<file path="src/rtl/fetch_unit.sv">
// Instruction fetch stage: PC, imem handshake, instruction FIFO to decode.
// Define FETCH_BYPASS_EN to present a returning word to decode in the same cycle.
module fetch_unit #(
   parameter int unsigned       ADDR_W   = 8,
   parameter int unsigned       DEPTH    = 2,
   parameter logic [ADDR_W-1:0] RESET_PC = '0
) (
   input  logic              clk,
   input  logic              rst_n,
   output logic              imem_req,
   output logic [ADDR_W-1:0] imem_addr,
   input  logic              imem_gnt,
   input  logic              imem_rvalid,
   input  logic [15:0]       imem_rdata,
   input  logic              redirect,
   input  logic [ADDR_W-1:0] redirect_pc,
   output logic              instr_valid,
   input  logic              instr_ready,
   output logic [15:0]       instr,
   output logic [ADDR_W-1:0] instr_pc,
   output logic [3:0]        opcode
);

   localparam int unsigned PW   = $clog2(DEPTH);
   localparam logic [PW:0] FULL = (PW+1)'(DEPTH);

   typedef enum logic [1:0] {
      IDLE,
      WAIT,
      DROP
   } state_t;

   state_t            state;
   logic [ADDR_W-1:0] pc;
   logic [ADDR_W-1:0] req_pc;
   logic [15:0]       mem_d  [DEPTH];
   logic [ADDR_W-1:0] mem_pc [DEPTH];
   logic [PW-1:0]     rd_ptr;
   logic [PW-1:0]     wr_ptr;
   logic [PW:0]       count;

   logic head_v;
   logic byp;
   logic pop;
   logic push;
   logic grant;

   assign head_v = rst_n && (count != '0);
   assign pop    = head_v && instr_ready;

`ifdef FETCH_BYPASS_EN
   assign byp = rst_n && (state == WAIT) && (count == '0)
                && imem_rvalid && !redirect;
`else
   assign byp = 1'b0;
`endif

   // A bypassed word consumed this cycle never occupies a slot
   assign push = rst_n && (state == WAIT) && imem_rvalid
                 && !redirect && !(byp && instr_ready);

   assign imem_req = rst_n && (state == IDLE)
                     && (count < FULL) && !redirect;
   assign imem_addr = imem_req ? pc : '0;
   assign grant     = imem_req && imem_gnt;

   assign instr_valid = head_v || byp;
   assign opcode      = instr[15:12];

   always_comb begin
      instr    = '0;
      instr_pc = '0;
      unique case (1'b1)
         head_v: begin
            instr    = mem_d[rd_ptr];
            instr_pc = mem_pc[rd_ptr];
         end
         byp: begin
            instr    = imem_rdata;
            instr_pc = req_pc;
         end
         default: ;
      endcase
   end

   always_ff @(posedge clk) begin
      if (push) begin
         mem_d[wr_ptr]  <= imem_rdata;
         mem_pc[wr_ptr] <= req_pc;
      end
   end

   always_ff @(posedge clk) begin
      if (!rst_n) begin
         state  <= IDLE;
         pc     <= RESET_PC;
         req_pc <= '0;
         rd_ptr <= '0;
         wr_ptr <= '0;
         count  <= '0;
      end else begin
         if (redirect) begin
            pc <= redirect_pc;
         end else if (grant) begin
            pc <= pc + 1'b1;
         end
         if (grant) begin
            req_pc <= pc;
         end

         unique case (state)
            IDLE: begin
               if (grant) state <= WAIT;
            end
            WAIT: begin
               if (imem_rvalid) begin
                  state <= IDLE;
               end else if (redirect) begin
                  state <= DROP;
               end
            end
            DROP: begin
               if (imem_rvalid) state <= IDLE;
            end
            default: state <= IDLE;
         endcase

         if (redirect) begin
            rd_ptr <= '0;
            wr_ptr <= '0;
            count  <= '0;
         end else begin
            if (push) wr_ptr <= wr_ptr + 1'b1;
            if (pop)  rd_ptr <= rd_ptr + 1'b1;
            count <= count + {{PW{1'b0}}, push}
                           - {{PW{1'b0}}, pop};
         end
      end
   end

endmodule

</file>
<file path="config.mk">
export PLATFORM = sky130hd
export DESIGN_NAME = fetch_unit
export DESIGN_NICKNAME = d
export VERILOG_FILES = /design/src/rtl/fetch_unit.sv
export SDC_FILE = /design/constraint.sdc
export NUM_CORES = 1
export LEC_CHECK = 0
export ABC_CLOCK_PERIOD_IN_PS = 2300
export BUFFER_PORTS_ARGS = -buffer_cell sky130_fd_sc_hd__buf_4
export CORE_MARGIN = 4
export CORE_UTILIZATION = 35
export DETAILED_ROUTE_END_ITERATION = 6
export PLACE_DENSITY = 0.54
export SYNTH_ARGS = -nofsm -noshare
export SYNTH_HDL_FRONTEND = slang
export SYNTH_SLANG_ARGS = --single-unit
</file>
<file path="constraint.sdc">
create_clock -name clk -period 2.3 [get_ports clk]
set_input_delay 0.345 -clock clk [delete_from_list [all_inputs] [get_ports clk]]
set_output_delay 0.345 -clock clk [all_outputs]
set_load 0.005 [all_outputs]
</file>
==> metrics.md, run 1 <==
| Metric | Value |
|---|---|
| Max Cap Viol | 0 |
| Global router's overall resource usage | 12.3% |
| Initial Utilization | 36.0% |
| # rows | 33 |
| Post-layout min period | 1860 ps |
| Critical path required time | 1960 ps |
| EDFF count, synth | 48 |
| Syn Area/Cell | 12.1 um2 |
| # hold bufs at CTS | 0 |
| Crit path max fanout | 24 |
| CTS tree | built |
| Clock Tree Buf Depth | 2 |
| Mapped Nets | 275 |
| Post-synth top cells | edfxtp_1, nor2_1, mux2i_1, dfxtp_1, nand2_1 |
| Status | finished clean |
| Pwr dens | 684 nW/um2 |
| Worst slew pin tran | 535 ps |
| Seq cells post-synth | 71 |
| Crit-path cells | buf_4 -> mux2i_1 -> nor2_1 -> buf_4 |
| Pre-CTS WS | 347 ps |
| Final #Nets | 343 |
| Crit path top cell by count | buf_4 |
| Layout Area Growth over Synthesis | 27.9% |
| Worst hold path class | in2reg |
| Layout cell share with drive strength beyond 1 | 29.5% |
| Clock edge transition at the registers on the reported setup and hold paths | 70 ps |
| Clk_lat worst skew | 340 ps |
| Leakage power | 1.37 nW |
| WL final | 5780 um |
| Synth area leader | edfxtp_1 |
| Post-CTS Resized | 0 |
| Relative slew slack | 64.3% |
| Main area contributors after synthesis | edfxtp_1, dfxtp_1, mux2i_1 |
| Total core area | 8180 um2 |
| Clk root buf | clkbuf_8 |
| PortBufs | 67 |
| Setup crit end kind | primary output |
| Post-DP HPWL | 3830 um |
| First-pass GRT wire length | 9510 um |
| Pin count of the biggest net entering global routing | 25 |
| Final setup fails | 0 |
| Startpoint types | flop |
| Via density | 4.69 |
| First drt pass iteration count | 4 |
| Fin util | 46.0% |
| GRT overflow | 0 |
| IO Count | 68 |
| Final worst slack | 444 ps |
| Cells after Synth | 242 |
| CP peak stage delay | 380 ps |
| RSZ-0062 raised after global routing | false |
| Async set-reset flop share out of synthesis | 0% |
| # DRC | 0 |
| H-Tree Depth | 3 |
| Yosys cell types | 36 |
| Cell area after synthesis | 2940 um2 |
| Via count | 1971 |
| Die W | 99.6 um |
| Hold Vio Cnt, Final | 0 |
| N_diodes | 0 |
| Top cell type's share of synthesized area | 49.0% |
| Worst Path Arrival | 1510 ps |
| Die Span Y | 99.6 um |
| YS warnings | 0 |
| Antenna viol nets, final | 0 |
| Tcrit/Tclk final | 80.7% |
| Count leader, synth | edfxtp_1 |
| Ys flop type | edfxtp_1 |
| Die ar. | 9930 um2 |
| Setup Skew | 4.21 ps |
| Starting DRT DRC Count | 102 |
| DR WL/cell | 13.8 um |
| Pins Over Slew Limit | 0 |
| Initial antenna violation count | 0 |
| Seq/Total Area, Yosys | 64.7% |
| Peak supply drop | 0.425 mV |
| Post-CTS Setup Bufs | 0 |
| GPL Wtd Cong | 0.772 |
| Cts bufs inserted | 9 |
| Clock sink total | 71 |
| Number of global-route vias before repair | 1976 |
| Crit Path Category | reg2out |
| Fmax achieved | 539 MHz |
| Crit path max-delay cell type | buf_4 |
stage by stage:
stage	total power, mW	hold WS [ps]	area (um2)	cells	setup TNS (ps)
6_report	2.57	184	3760	420	0
5_1_grt	2.70	152	3760	420	0
4_1_cts	2.61	164	3760	420	0
3_5_place_dp	1.53	439	3540	404	0
3_3_place_gp	1.53	437	3540	404	0
2_1_floorplan	1.46	424	2940	242	-649
registers in the layout (all words and copies together) (netlist names), named ones only:
name and count:
mem_d 32, req_pc 8, mem_pc 16, wr_ptr 1, count 2, pc 8
rd_ptr 1, state 2
worst max-delay path: cells and delay by family (launching register included):
| family | cells | cell delay [ps] |
|---|---|---|
| buffers and inverters | 2 | 520 |
| flip-flops | 1 | 320 |
| multiplexers | 1 | 260 |
| AND/OR/NAND/NOR | 1 | 70 |
final cells by class:
cell class	count	area, um2
Multi-Input combinational cell	147	932
Timing Repair Buffer	72	541
Sequential cell	71	1900
Fill cell	793	4420
Clock buffer	10	128
Tap cell	105	131
Inverter	9	33.8
Clock inverter	6	92.6
cells in the final DEF (no fill, tap or decap), types with 2 or more instances in the layout:
master / count
buf_4: 72
edfxtp_1: 48
nor2_1: 30
mux2i_1: 25
nand2_1: 23
dfxtp_1: 23
a21oi_1: 14
and2_1: 11
inv_1: 9
clkbuf_8: 9
nor3_1: 4
nand4_1: 3
a22oi_1: 3
xnor2_1: 3
ha_1: 3
nor2_2: 2
nor3b_2: 2
and3_1: 2
o31a_1: 2
nand3_1: 2
o311ai_0: 2
a31oi_1: 2
inv_6: 2
bufinv_16: 2
clkinvlp_4: 2
cell families (layout without fill, tap and decap cells):
| group | after synthesis | in the layout | synth area share [%] |
|---|---|---|---|
| AND/OR/NAND/NOR | 85 | 85 | 13.9 |
| flip-flops | 71 | 71 | 64.7 |
| AO/OA/AOI/OAI | 30 | 30 | 6.51 |
| multiplexers | 25 | 25 | 8.51 |
| buffers and inverters | 24 | 97 | 3.87 |
| XOR/XNOR | 4 | 4 | 1.19 |
| adder cells (fa/ha/maj) | 3 | 3 | 1.28 |
path summary, 6_finish.rpt:
path                                from                      to  slack, ps  cells past startpoint
setup / recovery                    flop             instr_pc[3]        440                      4
hold / removal               imem_rvalid   state[1]$_SDFFE_PN0P_        180                      2
setup reg to reg   state[1]$_SDFFE_PN0P_     count[1]$_SDFF_PP0_        500                      8
hold reg to reg   req_pc[5]$_SDFFE_PN0P_  mem_pc[0][5]$_DFFE_PP_        460                      0
metal layers:
metal,vias up,track usage (%),share of wire (%)
li1,994,-,-
met1,909,15.5,46
met2,62,19.7,48
met3,6,4.77,6.2
met4,0,3.47,0.52
met5,-,0,0
where the power goes:
part	switching (mW)	internal, mW
combinational	0.0526	0.0586
clock	0.458	0.618
sequential	0.0156	1.37
Note: power is estimated with default switching activity, not from simulation.
==> run 2, diff against run 1 <==
ABC_AREA = 1   (was unset)
ABC_CLOCK_PERIOD_IN_PS = 1500   (was 2300)
PLACE_DENSITY = 0.53   (was 0.54)
clock period = 1.5 ns   (was 2.3 ns; I/O delays follow)
==> run 2 against run 1 <==
The run now ends with setup timing left. Count of clock-buffer cells in the layout fell by 1. Routed wire length rose by 23%. Die area up 7.4%. Flip-flop and latch count unchanged. Synthesized cell count rose by 28%. Total power rose by 57%. Clock skew increased by 0.52 ps. Clock power grew 55%. First-iteration DRC count decreased by 2.0%. Critical path type unchanged. Critical endpoint is now instr[15]. Largest cell class unchanged.
==> metrics.md, run 2 <==
| Metric | Value |
|---|---|
| Status | finished, violations left |
| Failing checks | setup timing |
| Commonest non-fill, non-tap cells in the layout | buf_4, edfxtp_1, nand2_1, buf_6, inv_2 |
| Pins Over Slew Limit | 0 (unchanged) |
| Clk_lat worst skew | 340 ps (about the same) |
| XOR/XNOR share of the synthesized area | 0.827% (-0.36 points) |
| Setup Skew | 4.73 ps (+0.522 ps) |
| Sw Share | 21.8% (+1.4 points) |
| First-pass GRT wire length | 10200 um (+6.8%) |
| Startpoint types | flop |
| Post-Route M1 WL | 3210 um (+21%) |
| Adder and majority cell fraction of the synthesized area | 1.18% (-0.096 points) |
| Post-DP HPWL | 4330 um (+13%) |
| Top cell type's share of synthesized area | 45.4% (-3.7 points) |
| Worst Path Arrival | 1480 ps (-30 ps) |
| First drt pass iteration count | 4 (unchanged) |
| Final setup fails | 37 (+37) |
| Pre-CTS WS | -20.4 ps (-368 ps) |
| Post-synth top cells | nand2_1, edfxtp_1, inv_1, nor2_1, mux2_2 |
| Critical path required time | 1270 ps (-690 ps) |
| Cell area after synthesis | 3180 um2 (+8.1%) |
| Largest Register | mem_d |
| Setup crit end kind | primary output |
| Die ar. | 10700 um2 (+7.4%) |
| Post-synthesis mux area share | 8.51% (about the same) |
| CP peak stage delay | 440 ps (+60 ps) |
| GRT overflow | 0 (unchanged) |
| H-Tree Depth | 3 (unchanged) |
| Initial antenna violation count | 0 (unchanged) |
| Hold-critical path depth | 1 (-1) |
| Final instance area | 4680 um2 (+25%) |
| WL final | 7120 um (+23%) |
| Crit path max fanout | 6 (-75%) |
| Worst hold path class | in2reg |
| Pwr dens | 862 nW/um2 (+26%) |
| Die W | 103 um (+3.6%) |
| Layout Area Growth over Synthesis | 47.4% |
| Count leader, synth | nand2_1 |
| Depth of the worst register-to-register path | 10 (+2) |
| Crit-path cells | clkbuf_16 -> mux2_4 -> nand2_2 -> inv_2 -> buf_6 |
| Sequential fraction of design power | 52.4% (-1.4 points) |
| Final #Nets | 433 (+26%) |
| Syn Area/Cell | 10.3 um2 (-15%) |
| Max Used Layer | met4 |
| Crit Reg-Reg Startpoint | count[0]$_SDFF_PP0_ |
| Async set-reset flop share out of synthesis | 0% (unchanged) |
| Logic gate share of total power | 6.2% (+1.9 points) |
| Clock sink total | 71 (unchanged) |
| Pin count of the biggest net entering global routing | 26 (+4.0%) |
| PortBufs | 67 (unchanged) |
| Seq/Total Area, Yosys | 59.9% (-4.8 points) |
| Wire length on met2 | 3450 um (+26%) |
| EDFF count, synth | 48 (unchanged) |
| Clock Tree Buf Depth | 2 (unchanged) |
| # rows | 34 (+3.0%) |
| WHS | 63.5 ps (-121 ps) |
| Clk root buf | clkbuf_8 |
| Relative slew slack | 78.8% (+14 points) |
| Synth area leader | edfxtp_1 |
| Hold Vio Cnt, Final | 0 (unchanged) |
| Max Cap Viol | 0 (unchanged) |
| Starting DRT DRC Count | 100 (-2.0%) |
| Worst slew pin tran | 317 ps (-219 ps) |
| Via density | 4.61 (-1.8%) |
| Largest registers | mem_d (32), mem_pc (16) |
| Tcrit/Tclk final | 113% |
| # fillers | 787 (-0.76%) |
| Post-layout min period | 1700 ps |
| RSZ-0062 raised after global routing | true |
| Switching Power | 0.880 mW (+67%) |
| Worst hold start | imem_rdata[4] |
| Clock power frac | 41.4% (-0.4 points) |
| Multi-input logic area | 1280 um2 (+37%) |
| Max FFs per register | 32 (unchanged) |
| DR WL/cell | 13.9 um (+0.81%) |
| Antenna viol nets, final | 0 (unchanged) |
| Setup slack, reg-to-reg | -70 ps (-570 ps) |
| GPL Wtd Cong | 0.786 (+1.9%) |
| Leakage power | 1.94 nW (+41%) |
| Layout cell share with drive strength beyond 1 | 53.6% (+24 points) |
| Die Span Y | 103 um (+3.6%) |
| CTS tree | built |
| Number of global-route vias before repair | 2099 (+6.2%) |
| Main area contributors after synthesis | edfxtp_1, dfxtp_1, nand2_1 |
| Most common cell after layout, fill and taps aside | buf_4 |
| Hold Path Sink | mem_d[0][4]$_DFFE_PP_ |
| IO Count | 68 (unchanged) |
| Seq cells post-synth | 71 (unchanged) |
| Sequential Area | 1910 um2 (+0.59%) |
| Met3 routed WL | 404 um (+13%) |
| Internal | 3.16 mW (+54%) |
| YS warnings | 0 (unchanged) |
| Final worst slack | -202 ps (-646 ps) |
| Initial Utilization | 36.3% (+0.30 points) |
| Yosys cell types | 26 (-28%) |
| Fmax achieved | 588 MHz |
| Simple-gate share of the synthesized area | 17.1% (+3.2 points) |
| Peak supply drop | 0.463 mV (+8.9%) |
| Mapped Nets | 342 (+24%) |
| Clock edge transition at the registers on the reported setup and hold paths | 80 ps (about the same) |
| Largest family of logic cells by synthesized area | simple AND/OR/NAND/NOR gates |
| Cts bufs inserted | 9 (unchanged) |
| Fin util | 53.4% (+7.5 points) |
| Crit path max-delay cell type | dfxtp_4 |
| Synth Area in Compound Gates | 3.74% (-2.8 points) |
| Cell Area, Placed | 3900 um2 (+10%) |
| Cell Count, Final, Fillers Out | 513 (+22%) |
| Cells after Synth | 309 (+28%) |
| # DRC | 0 (unchanged) |
| Ys flop type | edfxtp_1 |
| Crit Path Category | reg2out |
| Dpl cells | 485 (+20%) |
| N_diodes | 0 (unchanged) |
| Global router's overall resource usage | 12.6% (+0.26 points) |
| Via count | 2365 (+20%) |
| Reg2reg end | count[1]$_SDFF_PP0_ |
| Total core area | 8760 um2 (+7.2%) |
==> run 2: cell types whose count changed after synthesis, moves of 11 or more <==
cell	previous run	this run
nand2_1	23	72
inv_1	9	43
mux2i_1	25	0
mux2_2	0	24
nand3_1	2	17
and2_1	11	0
==> run 2: final cells by class <==
type,count,share of cell area (%)
flip-flops and latches,71,40.8
repair buffers,94,20.5
clock buffers,9,2.64
multi-input cells,178,27.3
clock inverters,7,2.06
well taps,108,2.89
inverters,46,3.79
==> run 2: how the worst max path moves through the flow <==
stage / slack (ps) / end / cells after the start / from
2_1_floorplan: -50 / count[1]$_SDFF_PP0_ / 8 / state[0]$_SDFFE_PN0P_
3_3_place_gp: 3 / count[1]$_SDFF_PP0_ / 10 / rst_n
3_5_place_dp: -20 / count[1]$_SDFF_PP0_ / 10 / rst_n
4_1_cts: -230 / instr_pc[4] / 5 / flop
5_1_grt: -260 / instr_pc[4] / 5 / flop
6_report: -200 / instr[15] / 5 / flop
==> run 2: cells by family (layout without fill, tap and decap cells) <==
kind of cell    count (synthesis)  after routing
simple gates                  124            125
xor+xnor                        3              3
compound gates                 23             23
mux                            24             24
flops                          71             71
fa+ha+maj                       3              3
buf+inv                        61            156
==> run 2: power by group through the flow <==
stage | clock network [mW] | registers (mW) | logic, mW
2_1_floorplan | 0 | 2.16 | 0.110
3_5_place_dp | 0 | 2.16 | 0.222
4_1_cts | 1.72 | 2.12 | 0.237
6_report | 1.67 | 2.12 | 0.251
5_1_grt | 1.80 | 2.12 | 0.278
3_3_place_gp | 0 | 2.16 | 0.221
==> run 2: per-layer routing <==
layer / track usage [%] / vias up
met4: 4.78 / 0
met5: 0 / -
li1: - / 1185
met1: 16.3 / 1108
met2: 19.7 / 66
met3: 3.89 / 6
==> run 2: critical path: cells and delay by family (launching register included) <==
family,cells,cell delay [ps]
DFF,1,440
buffers and inverters,3,330
muxes,1,300
and+or+nand+nor,1,60
==> run 2: metrics by stage <==
step	TNS, ps	total power, mW
after floorplan	-45.2	2.27
after global placement	0	2.38
after detailed placement	-20.4	2.39
after CTS	-6440	4.08
after global routing	-8030	4.19
final	-5500	4.04
==> run 2: repair_timing <==
action,4_1_cts,5_1_grt
hold buffers,0,0
endpoints found under the setup margin,39,44
pin swaps,3,10
endpoints found under the hold margin,0,0
gates cloned,2,5
resized for setup,40,99
buffers inserted,1,4
==> run 3, diff against run 2 <==
BUFFER_PORTS_ARGS = -buffer_cell sky130_fd_sc_hd__buf_2   (was -buffer_cell sky130_fd_sc_hd__buf_4)
GPL_TIMING_DRIVEN = 0   (was unset)
==> run 3 against run 2 <==
The flow still finishes with violations (setup timing). Largest cell class unchanged. Critical path depth increased by 1. Cell count decreased by 0.78%. Critical endpoint is now opcode[0]. Fmax about the same. Via count decreased by 2.1%.
==> metrics.md, run 3 (synthesis results as in run 2) <==
| Metric | Value |
|---|---|
| Worst hold path class | in2reg |
| Antenna viol nets, final | 0 (unchanged) |
| Die ar. | 10700 um2 (unchanged) |
| Post-DP HPWL | 4510 um (+4.1%) |
| RSZ-0062 raised after global routing | true |
| Layout Area Growth over Synthesis | 34.9% |
| CP peak stage delay | 390 ps (-50 ps) |
| Critical path required time | 1270 ps (about the same) |
| Cell Area, Placed | 3680 um2 (-5.7%) |
| # fillers | 823 (+4.6%) |
| Worst slew pin tran | 732 ps (+416 ps) |
| # DRC | 0 (unchanged) |
| Global router's overall resource usage | 12.9% (+0.36 points) |
| Pwr dens | 970 nW/um2 (+13%) |
| Logic gate share of total power | 5.0% (-1.2 points) |
| IO Count | 68 (unchanged) |
| First-pass GRT wire length | 10500 um (+3.8%) |
| Clock Tree Buf Depth | 2 (unchanged) |
| Most common cell after layout, fill and taps aside | nand2_1 |
| Clock power frac | 44.2% (+2.8 points) |
| N_diodes | 0 (unchanged) |
| Initial antenna violation count | 0 (unchanged) |
| # rows | 34 (unchanged) |
| Dpl cells | 484 (-0.21%) |
| Final #Nets | 429 (-0.92%) |
| WL final | 6810 um (-4.3%) |
| Starting DRT DRC Count | 78 (-22%) |
| Max Cap Viol | 0 (unchanged) |
| Crit Path Category | reg2out |
| Via count | 2315 (-2.1%) |
| Clk root buf | clkbuf_8 |
| GRT overflow | 0 (unchanged) |
| Setup crit end kind | primary output |
| Startpoint types | flop |
| Leakage power | 1.86 nW (-4.1%) |
| Status | finished, violations left |
| First drt pass iteration count | 4 (unchanged) |
| Multi-input logic area | 1170 um2 (-8.0%) |
| Fmax achieved | 588 MHz (about the same) |
| Commonest non-fill, non-tap cells in the layout | nand2_1, buf_2, edfxtp_1, inv_1, buf_6 |
| Max FFs per register | 32 (unchanged) |
| Total core area | 8760 um2 (unchanged) |
| Clk_lat worst skew | 340 ps (about the same) |
| Post-layout min period | 1700 ps (-0.450 ps) |
| Worst Path Arrival | 1480 ps (about the same) |
| DR WL/cell | 13.4 um (-3.6%) |
| Crit path max-delay cell type | dfxtp_4 |
| Setup Skew | 8.01 ps (+3.27 ps) |
| Crit-path cells | buf_12 -> mux2_4 -> nand2_2 -> inv_2 -> buf_6 -> buf_6 |
| Die Span Y | 103 um (unchanged) |
| Global Route met3 Usage | 3.69% (-0.20 points) |
| Tcrit/Tclk final | 113% (about the same) |
| Via density | 4.55 (-1.3%) |
| Failing checks | setup timing |
| GR Util met2 | 22.1% (+2.3 points) |
| Layout cell share with drive strength beyond 1 | 45.6% (-7.9 points) |
| Pins Over Slew Limit | 0 (unchanged) |
| CTS tree | built |
| Sequential fraction of design power | 50.8% (-1.6 points) |
| Largest registers | mem_d (32), mem_pc (16) |
| GRT met1 Usage | 16.4% (+0.099 points) |
| Global route hottest layer | met2 |
| Crit path top cell by count | buf_6 |
| Switching Power | 0.871 mW (-0.99%) |
| Crit path max fanout | 8 (+2) |
| Hold Vio Cnt, Final | 0 (unchanged) |
| Internal | 3.28 mW (+4.1%) |
| Clock sink total | 71 (unchanged) |
| Final setup fails | 83 (+120%) |
| Number of global-route vias before repair | 2181 (+3.9%) |
| Clock edge transition at the registers on the reported setup and hold paths | 80 ps (about the same) |
| GPL Wtd Cong | 0.861 (+9.5%) |
| Final instance area | 4280 um2 (-8.5%) |
| Final worst slack | -201 ps (+0.450 ps) |
| Die W | 103 um (unchanged) |
| Cts bufs inserted | 9 (unchanged) |
| # hold bufs at CTS | 0 (unchanged) |
| Largest Register | mem_d |
| Relative slew slack | 51.1% (-28 points) |
| Sequential Area | 1920 um2 (+0.39%) |
| PortBufs | 67 (unchanged) |
| H-Tree Depth | 3 (unchanged) |
| Cell Count, Final, Fillers Out | 509 (-0.78%) |
| Pin count of the biggest net entering global routing | 25 (-3.8%) |
| Sw Share | 21.0% (-0.84 points) |
| Initial Utilization | 36.3% (unchanged) |
| Peak supply drop | 0.443 mV (-4.2%) |
[run 3: changes by cell type in the layout (fill, tap and decap cells not counted), moves of 16 or more]
cell,change
buf_2,+59
buf_4,-43
inv_2,-16
nand2_1,+16
nand2_2,-16
[run 3: cell type report]
class                      instances  share of cell area (%)
sequential                        71                    44.8
inverter                          46                    4.29
buffer                            14                    3.48
tap                              108                    3.15
clock buffer                       9                    2.89
multi-input combinational        178                    27.4
timing repair buffer              76                    11.1
clock inverter                     7                    2.83
[run 3: worst paths after layout]
kind                          startpoint                endpoint  slack [ps]  cells after the start
hold reg to reg   req_pc[0]$_SDFFE_PN0P_  mem_pc[1][0]$_DFFE_PP_         460                      0
setup reg to reg     count[0]$_SDFF_PP0_     count[1]$_SDFF_PP0_        -150                     10
setup / recovery                    flop               opcode[0]        -200                      6
hold / removal             imem_rdata[4]   mem_d[1][4]$_DFFE_PP_          70                      1
[run 3: per-stage QoR]
step	worst slack [ps]	TNS (ps)	hold slack [ps]	total power [mW]	utilization, %
floorplan	-45.2	-45.2	324	2.27	-
global placement	-339	-18020	414	2.35	41.9
detailed placement	-325	-17700	421	2.35	41.9
CTS	-273	-13610	56.1	4.20	47.9
global route	-256	-18150	55.7	4.31	48.9
finish	-201	-10040	72.4	4.16	48.9
[run 3: critical path, delay by kind of cell (launching register included)]
kind                   cells  cell delay, ps
AND/OR/NAND/NOR            1              60
buffers and inverters      4             380
flip-flops                 1             390
multiplexers               1             300
[run 3: power groups by stage]
stage                     Combinational [mW]  Sequential (mW)  Clock, mW
after floorplan                        0.110             2.16          0
after global placement                 0.186             2.16          0
after detailed placement               0.190             2.16          0
after CTS                              0.202             2.12       1.88
after global routing                   0.234             2.12       1.96
final                                  0.208             2.11       1.83
[run 3: metal layers]
| metal | up-vias | wire length (um) | part of all wire, % |
|---|---|---|---|
| met1 | 1070 | 3150 | 46 |
| met2 | 61 | 3260 | 48 |
| met4 | 0 | 46 | 0.68 |
| met3 | 5 | 360 | 5.3 |
| li1 | 1179 | - | - |
| met5 | - | 0 | 0 |
[run 3: repair_timing]
action / CTS / global route
pin swaps: 8 / 3
buffers inserted: 9 / 0
gates resized for setup: 57 / 31
endpoints found under the setup margin: 87 / 89
cloned: 1 / 0
